File: config.mk
export PLATFORM = sky130hd
export DESIGN_NAME = traffic_light_controller_new
export DESIGN_NICKNAME = d
export VERILOG_FILES = /design/src/rtl/traffic_light_controller_new.sv
export SDC_FILE = /design/constraint.sdc
export NUM_CORES = 1
export LEC_CHECK = 0
export CORE_MARGIN = 2
export CORE_UTILIZATION = 50
export DETAILED_ROUTE_END_ITERATION = 8
export MAX_ROUTING_LAYER = met4
export PLACE_DENSITY = 0.77
export SLEW_MARGIN = 15
export SYNTH_ARGS = -nofsm -noshare
export SYNTH_HDL_FRONTEND = slang
export SYNTH_SLANG_ARGS = --single-unit
File: constraint.sdc
create_clock -name clk -period 1.95 [get_ports clk]
set_clock_uncertainty 0.1 [all_clocks]
set_input_delay 0.39 -clock clk [delete_from_list [all_inputs] [get_ports clk]]
set_output_delay 0.39 -clock clk [all_outputs]
set_load 0.1 [all_outputs]
File: src/rtl/traffic_light_controller_new.sv
// +-----------------------------------------------------------------------------+
// | traffic_light_controller_new: fixed-time 4-way rotation (G -> Y -> all-red)  |
// | Rev 1.0                                                                      |
// +-----------------------------------------------------------------------------+
`default_nettype none

module traffic_light_controller_new #(
  parameter int GREEN_TIME  = 40,
  parameter int YELLOW_TIME = 10,
  parameter int ALLRED_TIME = 2,
  parameter int CNT_W       = 8
) (
  input  logic       clk,
  input  logic       rst,
  output logic [2:0] light_path_left,
  output logic [2:0] light_path_right,
  output logic [2:0] light_straight,
  output logic [2:0] light_back
);

  localparam logic [2:0] RED    = 3'b100;
  localparam logic [2:0] YELLOW = 3'b010;
  localparam logic [2:0] GREEN  = 3'b001;

  // State = {approach[1:0], phase[1:0]}; phase 2'b11 is the unused encoding.
  localparam logic [1:0] PH_G   = 2'd0;
  localparam logic [1:0] PH_Y   = 2'd1;
  localparam logic [1:0] PH_AR  = 2'd2;
  localparam logic [1:0] PH_BAD = 2'd3;

  localparam logic [3:0] L_G  = 4'b00_00;
  localparam logic [3:0] L_Y  = 4'b00_01;
  localparam logic [3:0] L_AR = 4'b00_10;
  localparam logic [3:0] R_G  = 4'b01_00;
  localparam logic [3:0] R_Y  = 4'b01_01;
  localparam logic [3:0] R_AR = 4'b01_10;
  localparam logic [3:0] S_G  = 4'b10_00;
  localparam logic [3:0] S_Y  = 4'b10_01;
  localparam logic [3:0] S_AR = 4'b10_10;
  localparam logic [3:0] B_G  = 4'b11_00;
  localparam logic [3:0] B_Y  = 4'b11_01;
  localparam logic [3:0] B_AR = 4'b11_10;

  localparam logic [CNT_W-1:0] GREEN_LAST  = CNT_W'(GREEN_TIME - 1);
  localparam logic [CNT_W-1:0] YELLOW_LAST = CNT_W'(YELLOW_TIME - 1);
  localparam logic [CNT_W-1:0] ALLRED_LAST = CNT_W'(ALLRED_TIME - 1);
  localparam logic [CNT_W-1:0] CNT_ONE     = CNT_W'(1);

  logic [3:0]       state;
  logic [3:0]       state_next;
  logic [CNT_W-1:0] cnt;
  logic [CNT_W-1:0] last_cnt;
  logic             advance;
  logic [2:0]       heads [4];

  always_ff @(posedge clk) begin
    if (!rst) begin
      state <= L_G;
      cnt   <= '0;
    end else begin
      state <= state_next;
      cnt   <= advance ? '0 : cnt + CNT_ONE;
    end
  end

  always_comb begin
    state_next = state;
    advance    = 1'b0;
    case (state[1:0])
      PH_G:    last_cnt = GREEN_LAST;
      PH_Y:    last_cnt = YELLOW_LAST;
      default: last_cnt = ALLRED_LAST;
    endcase
    if (state[1:0] == PH_BAD) begin
      state_next = L_G;
      advance    = 1'b1;
    end else if (cnt == last_cnt) begin
      advance = 1'b1;
      if (state[1:0] == PH_AR) begin
        state_next = {state[3:2] + 2'd1, PH_G};
      end else begin
        state_next = {state[3:2], state[1:0] + 2'd1};
      end
    end
  end

  // Decoded from the state register alone, so the counter cannot glitch a head.
  always_comb begin
    for (int i = 0; i < 4; i++) begin
      heads[i] = RED;
    end
    case (state[1:0])
      PH_G:    heads[state[3:2]] = GREEN;
      PH_Y:    heads[state[3:2]] = YELLOW;
      default: ;
    endcase
  end

  assign light_path_left  = heads[0];
  assign light_path_right = heads[1];
  assign light_straight   = heads[2];
  assign light_back       = heads[3];

endmodule

`default_nettype wire

-- Yosys cells after proc, flatten, opt, wreduce, memory -nomap -nowiden
Cells that the tools add are included.
- register bits after elaboration: 12
- input bits: 2
- output and inout port bits: 12
- word-level logic and storage cells: 27
- add/sub/neg operators: 3
- magnitude comparators: 2
- equality and inequality tests: 4
- multiplexer cells: 7
- bitwise gates (word level): 3
- reduce and logical (&&, ||, !) cells: 5
- operator list (kind ; number):
    $pmux 12 s2 ; 1
    $pmux 6 s2 ; 1
    $add 8x1->8 const B ; 1
    $eq 8x8->1 ; 1
    $demux 3 s2 ; 1
    $add 2x1->2 const B ; 2
    $eq 2x2->1 const B ; 2
    $not 4->4 ; 1
    $reduce_or 2->1 ; 2
    $ge 3x3->1 const B ; 1
    $lt 3x1->1 const B ; 1
    $mux 3 ; 1
    $not 2->3 ; 1
    $eq 2x1->1 const B ; 1
    $logic_not 2->1 ; 1
    $mux 1 ; 2
    $mux 2 ; 1
    $reduce_and 2->1 ; 1
    $logic_and 1x1->1 ; 1
    $not 1->1 ; 1

-- Depth between registers and ports, before layout
- depth in word-level cells: 7
- depth in mapped cells: 6
- depth with buffers taken out: 6

-- Worst setup path before layout
No wires, ideal clock.
- path type: register to output
- start: register state[1]
- end: output port light_back[2]
- data arrival time: 1419 ps
- data required time: 1460 ps
- path slack: 41 ps
- cell stages (with the launch flop): 3
- buffers on the path: 1
- cell sequence: dfxtp_1 clkbuf_1 nand2b_1
- cells in the longest elaborated chain, start to end: 2
- ends and longest elaborated chain (element ; RTL line ; text):
    start: declaration ; 49 ; logic [3:0] state;
    start signal: assignment ; 61 ; state <= state_next;
    $eq 2x1->1 or $logic_not 2->1 (tied branches) ; 92 ; case (state[1:0])
    $pmux 12 s2 (*) ; 92 ;
    end: declaration ; 18 ; output logic [2:0] light_back
Mark *: on every way between the ends. The rest lies on a longest branch, timed or not.

-- Worst setup path in the final report
- start: register state[1]
- end: output port light_path_left[1]
- cells in the longest elaborated chain, start to end: 2
- ends and longest elaborated chain (element ; RTL line ; text):
    $eq 2x1->1 or $logic_not 2->1 (tied branches) ; 92 ;
    $pmux 12 s2 (*) ; 92 ;
    end: declaration ; 15 ; output logic [2:0] light_path_left,
Marked as above.

==> metrics.md <==
| Metric | Value |
|---|---|
| Largest net degree at the start of global routing | `17` |
| H-tree depth | `1` |
| XOR/XNOR Fraction of Synth Area | `6.77%` |
| DR WL/cell | `12.4 um` |
| CP startpoint kind | `flip-flop` |
| Fill cell count | `114` |
| Slowest cell on the critical path | `dfxtp_4` |
| Gpl congestion | `0.846` |
| Sequential Area | `roughly 250 um^2` |
| Mapped Cells | `88` |
| P_int | `511 uW` |
| Clk buf depth | `2` |
| Maximum clock rate | `541 MHz` |
| Worst setup path class | `flip-flop to output pin` |
| Tcrit/Tclk final | `94.8%` |
| Clk slew on worst S/H paths | `0.07 ns` |
| Final Setup Violations | `0` |
| Dpl cells | `118` |
| CP Capture Type | `output pin` |
| Arrival @ worst endpoint | `1.36 ns` |
| Ys flop type | `dfxtp_1` |
| Crit-path cells | `and2b_1 > and2_1 > buf_12` |
| DRC | `0` |
| Number of synthesized flops with an enable pin | `0` |
| Yosys warns | `0` |
| Die ar. | `roughly 1900 um^2` |
| Gr ovfl total | `0` |
| Critical Path RT | `1.46 ns` |
| Post-Synth Adder-Cell Area | `8.06%` |
| Largest family of logic cells by synthesized area | `simple AND/OR/NAND/NOR gates` |
| Synth top area cells | `dfxtp_1, ha_1, and2_1` |
| Placeable Area | `1470 um^2` |
| Comb power frac | `46.9%` |
| Final min period | `approximately 1.8 ns` |
| Max-cap viol count | `0` |
| Run status | `completed` |
| Iter 0 DRT Violations | `19` |
| Multiplexer share of the synthesized area | `0%` |
| Worst VDD drop | `580 uV` |
| Clock group share of total power | `22.2%` |
| Layout Nets | `roughly 110` |
| Drt first pass iters | `6` |
| Initial Util | `between 50% and 60%` |
| Worst slew pin tran | `between 0.4 and 0.5 ns` |
| Syn_area_per_cell | `8.82 um^2` |
| Row count | `14` |
| Pre-CTS setup slack | `0.0972 ns` |
| Async SR Flop Fraction | `0%` |
| DP HPWL | `around 1200 um` |
| Seq pwr share | `between 30% and 40%` |
| Postcts setup bufs | `0` |
| Die Y | `43.4 um` |
| IO buf count | `13` |
| CTS tree | `built` |
| I/O Pins | `14` |
| Sink Count | `12` |
| Root Buffer | `clkbuf_4` |
| Number of global-route vias before repair | `roughly 630` |
| Sw frac | `41.6%` |
| Area of the multi-input gates | `513 um^2` |
| Register area share after synthesis | `31.0%` |
| Die X | `43.4 um` |
| Post-synth top area share | `31.0%` |
| Fin. Hold Viols | `0` |
| Vias per cell | `5.80` |
| Crit path max fanout | `16` |
| Final total power | `approximately 880 uW` |
| Worst Hold Class | `flip-flop to flip-flop` |
| Setup TNS Final | `0 ns` |
| Skew-Pair Late Insertion Delay | `0.28 ns` |
| Synth unique cells | `32` |
| Mapped Area | `776 um^2` |
| Slew margin rel. | `72.0%` |
| Routed WL | `roughly 1500 um` |
| Initial antenna violation count | `0` |
| Ant. Diodes | `0` |
| Max incr delay on CP | `0.39 ns` |
| Compound-Gate Fraction of Synth Area | `13.9%` |
| Number of buffers created by CTS | `3` |
| P per Cell Area | `797 nW/um^2` |
| Final Worst Setup Slack | `0.100 ns` |
| #FFs+latches synth | `12` |
| Simple-Gate Fraction of Synth Area | `~37%` |
| Synth area leader | `dfxtp_1` |
| Layout area overhead | `41.6%` |
| RSZ-0062 raised after global routing | `no` |
| Non-Filler Instances | `122` |
| GRT Resource Usage Total | `18.1%` |
| Antenna viol nets, final | `0` |
| Ratio of cells with drive above 1 in the final layout | `~23%` |
| Total number of vias | `about 700` |
| Max-slew violation count | `0` |
| Leak | `about 0.00045 uW` |
| P_sw | `365 uW` |
| First-pass GRT wire length | `about 2500 um` |
| Synthesized Nets | `95` |
[layer usage]
layer / vias up / track usage [%] / wire length (um)
li1: 352 / - / -
met1: 323 / 18.6 / 633
met2: 30 / 34.9 / 795
met3: 2 / 1.25 / 64
met4: 0 / 7.27 / 23
met5: - / - / 0
[logic make-up (layout without fill, tap and decap cells)]
family                     after synthesis  count (layout)
DFF                                     12              12
adders and majority gates                5               5
buffers and inverters                    6              24
xor gates and xnor gates                 6               6
AOI/OAI and AO/OA                       11              11
and+or+nand+nor                         48              48
[repair_timing]
item,4_1_cts,5_1_grt
cloned,0,0
endpoints found under the hold margin,0,0
endpoints found under the setup margin,4,4
resized for setup,1,2
hold buffers,0,0
[worst paths after layout]
check                           startpoint                 end  slack (ns)  cells past startpoint
worst min register to register      cnt[0]              cnt[0]        0.38                      1
worst max-delay path              state[1]  light_path_left[1]        0.10                      3
worst min-delay path                cnt[0]              cnt[0]        0.38                      1
worst max register to register      cnt[4]              cnt[7]        0.22                      3
[critical path: cells and delay by family, from the launching register on]
kind,cells,cell delay [ns]
and+or+nand+nor,2,0.51
DFF,1,0.39
buffers and inverters,1,0.18
[flip-flops by register name (all words and copies together), names as in the netlist]
| signal | count |
|---|---|
| state | 4 |
| cnt | 8 |
[power by group through the flow]
stage	sequential (uW)	clock, uW	combinational [uW]
after CTS	272	197	414
final	271	194	411
after global routing	273	208	425
after floorplan	274	0	267
after detailed placement	278	0	413
after global placement	277	0	413
[cell usage in the layout, fill, tap and decap left out, types with 3 or more instances in the layout]
master	count
nand2b_1	4
nand4_1	5
nand2_1	4
dfxtp_1	10
buf_12	12
xor2_1	4
ha_1	5
nand3_1	3
and2_1	9
nor2_1	9
inv_1	5
clkbuf_4	3
[synthesized netlist by cell type, drive strengths merged (2+ instances only)]
cell    instances
a211oi          2
and2            9
and3            2
dfxtp          12
ha              5
inv             5
nand2           4
nand2b          4
nand3           3
nand4           5
nor2            9
nor3            2
nor4b           2
o211ai          2
o311ai          2
o31ai           2
or3             2
xnor2           2
xor2            4
[final cells by class]
class / instances / area share (%)
repair buffers: 15 / 24.1
clock buffers: 4 / 3.30
inverters: 5 / 1.71
flip-flops and latches: 12 / 22.3
well taps: 16 / 1.82
multi-input cells: 70 / 46.7
[through the flow]
stage | hold slack (ns) | utilization [%] | cell area [um^2]
after floorplan | 0.329 | - | 776
after global placement | 0.376 | 71.9 | 1060
after detailed placement | 0.369 | 71.9 | 1060
after CTS | 0.386 | 74.4 | 1090
after global routing | 0.406 | 74.7 | 1100
final | 0.376 | 74.7 | 1100
(Power assumes the default switching activity.)
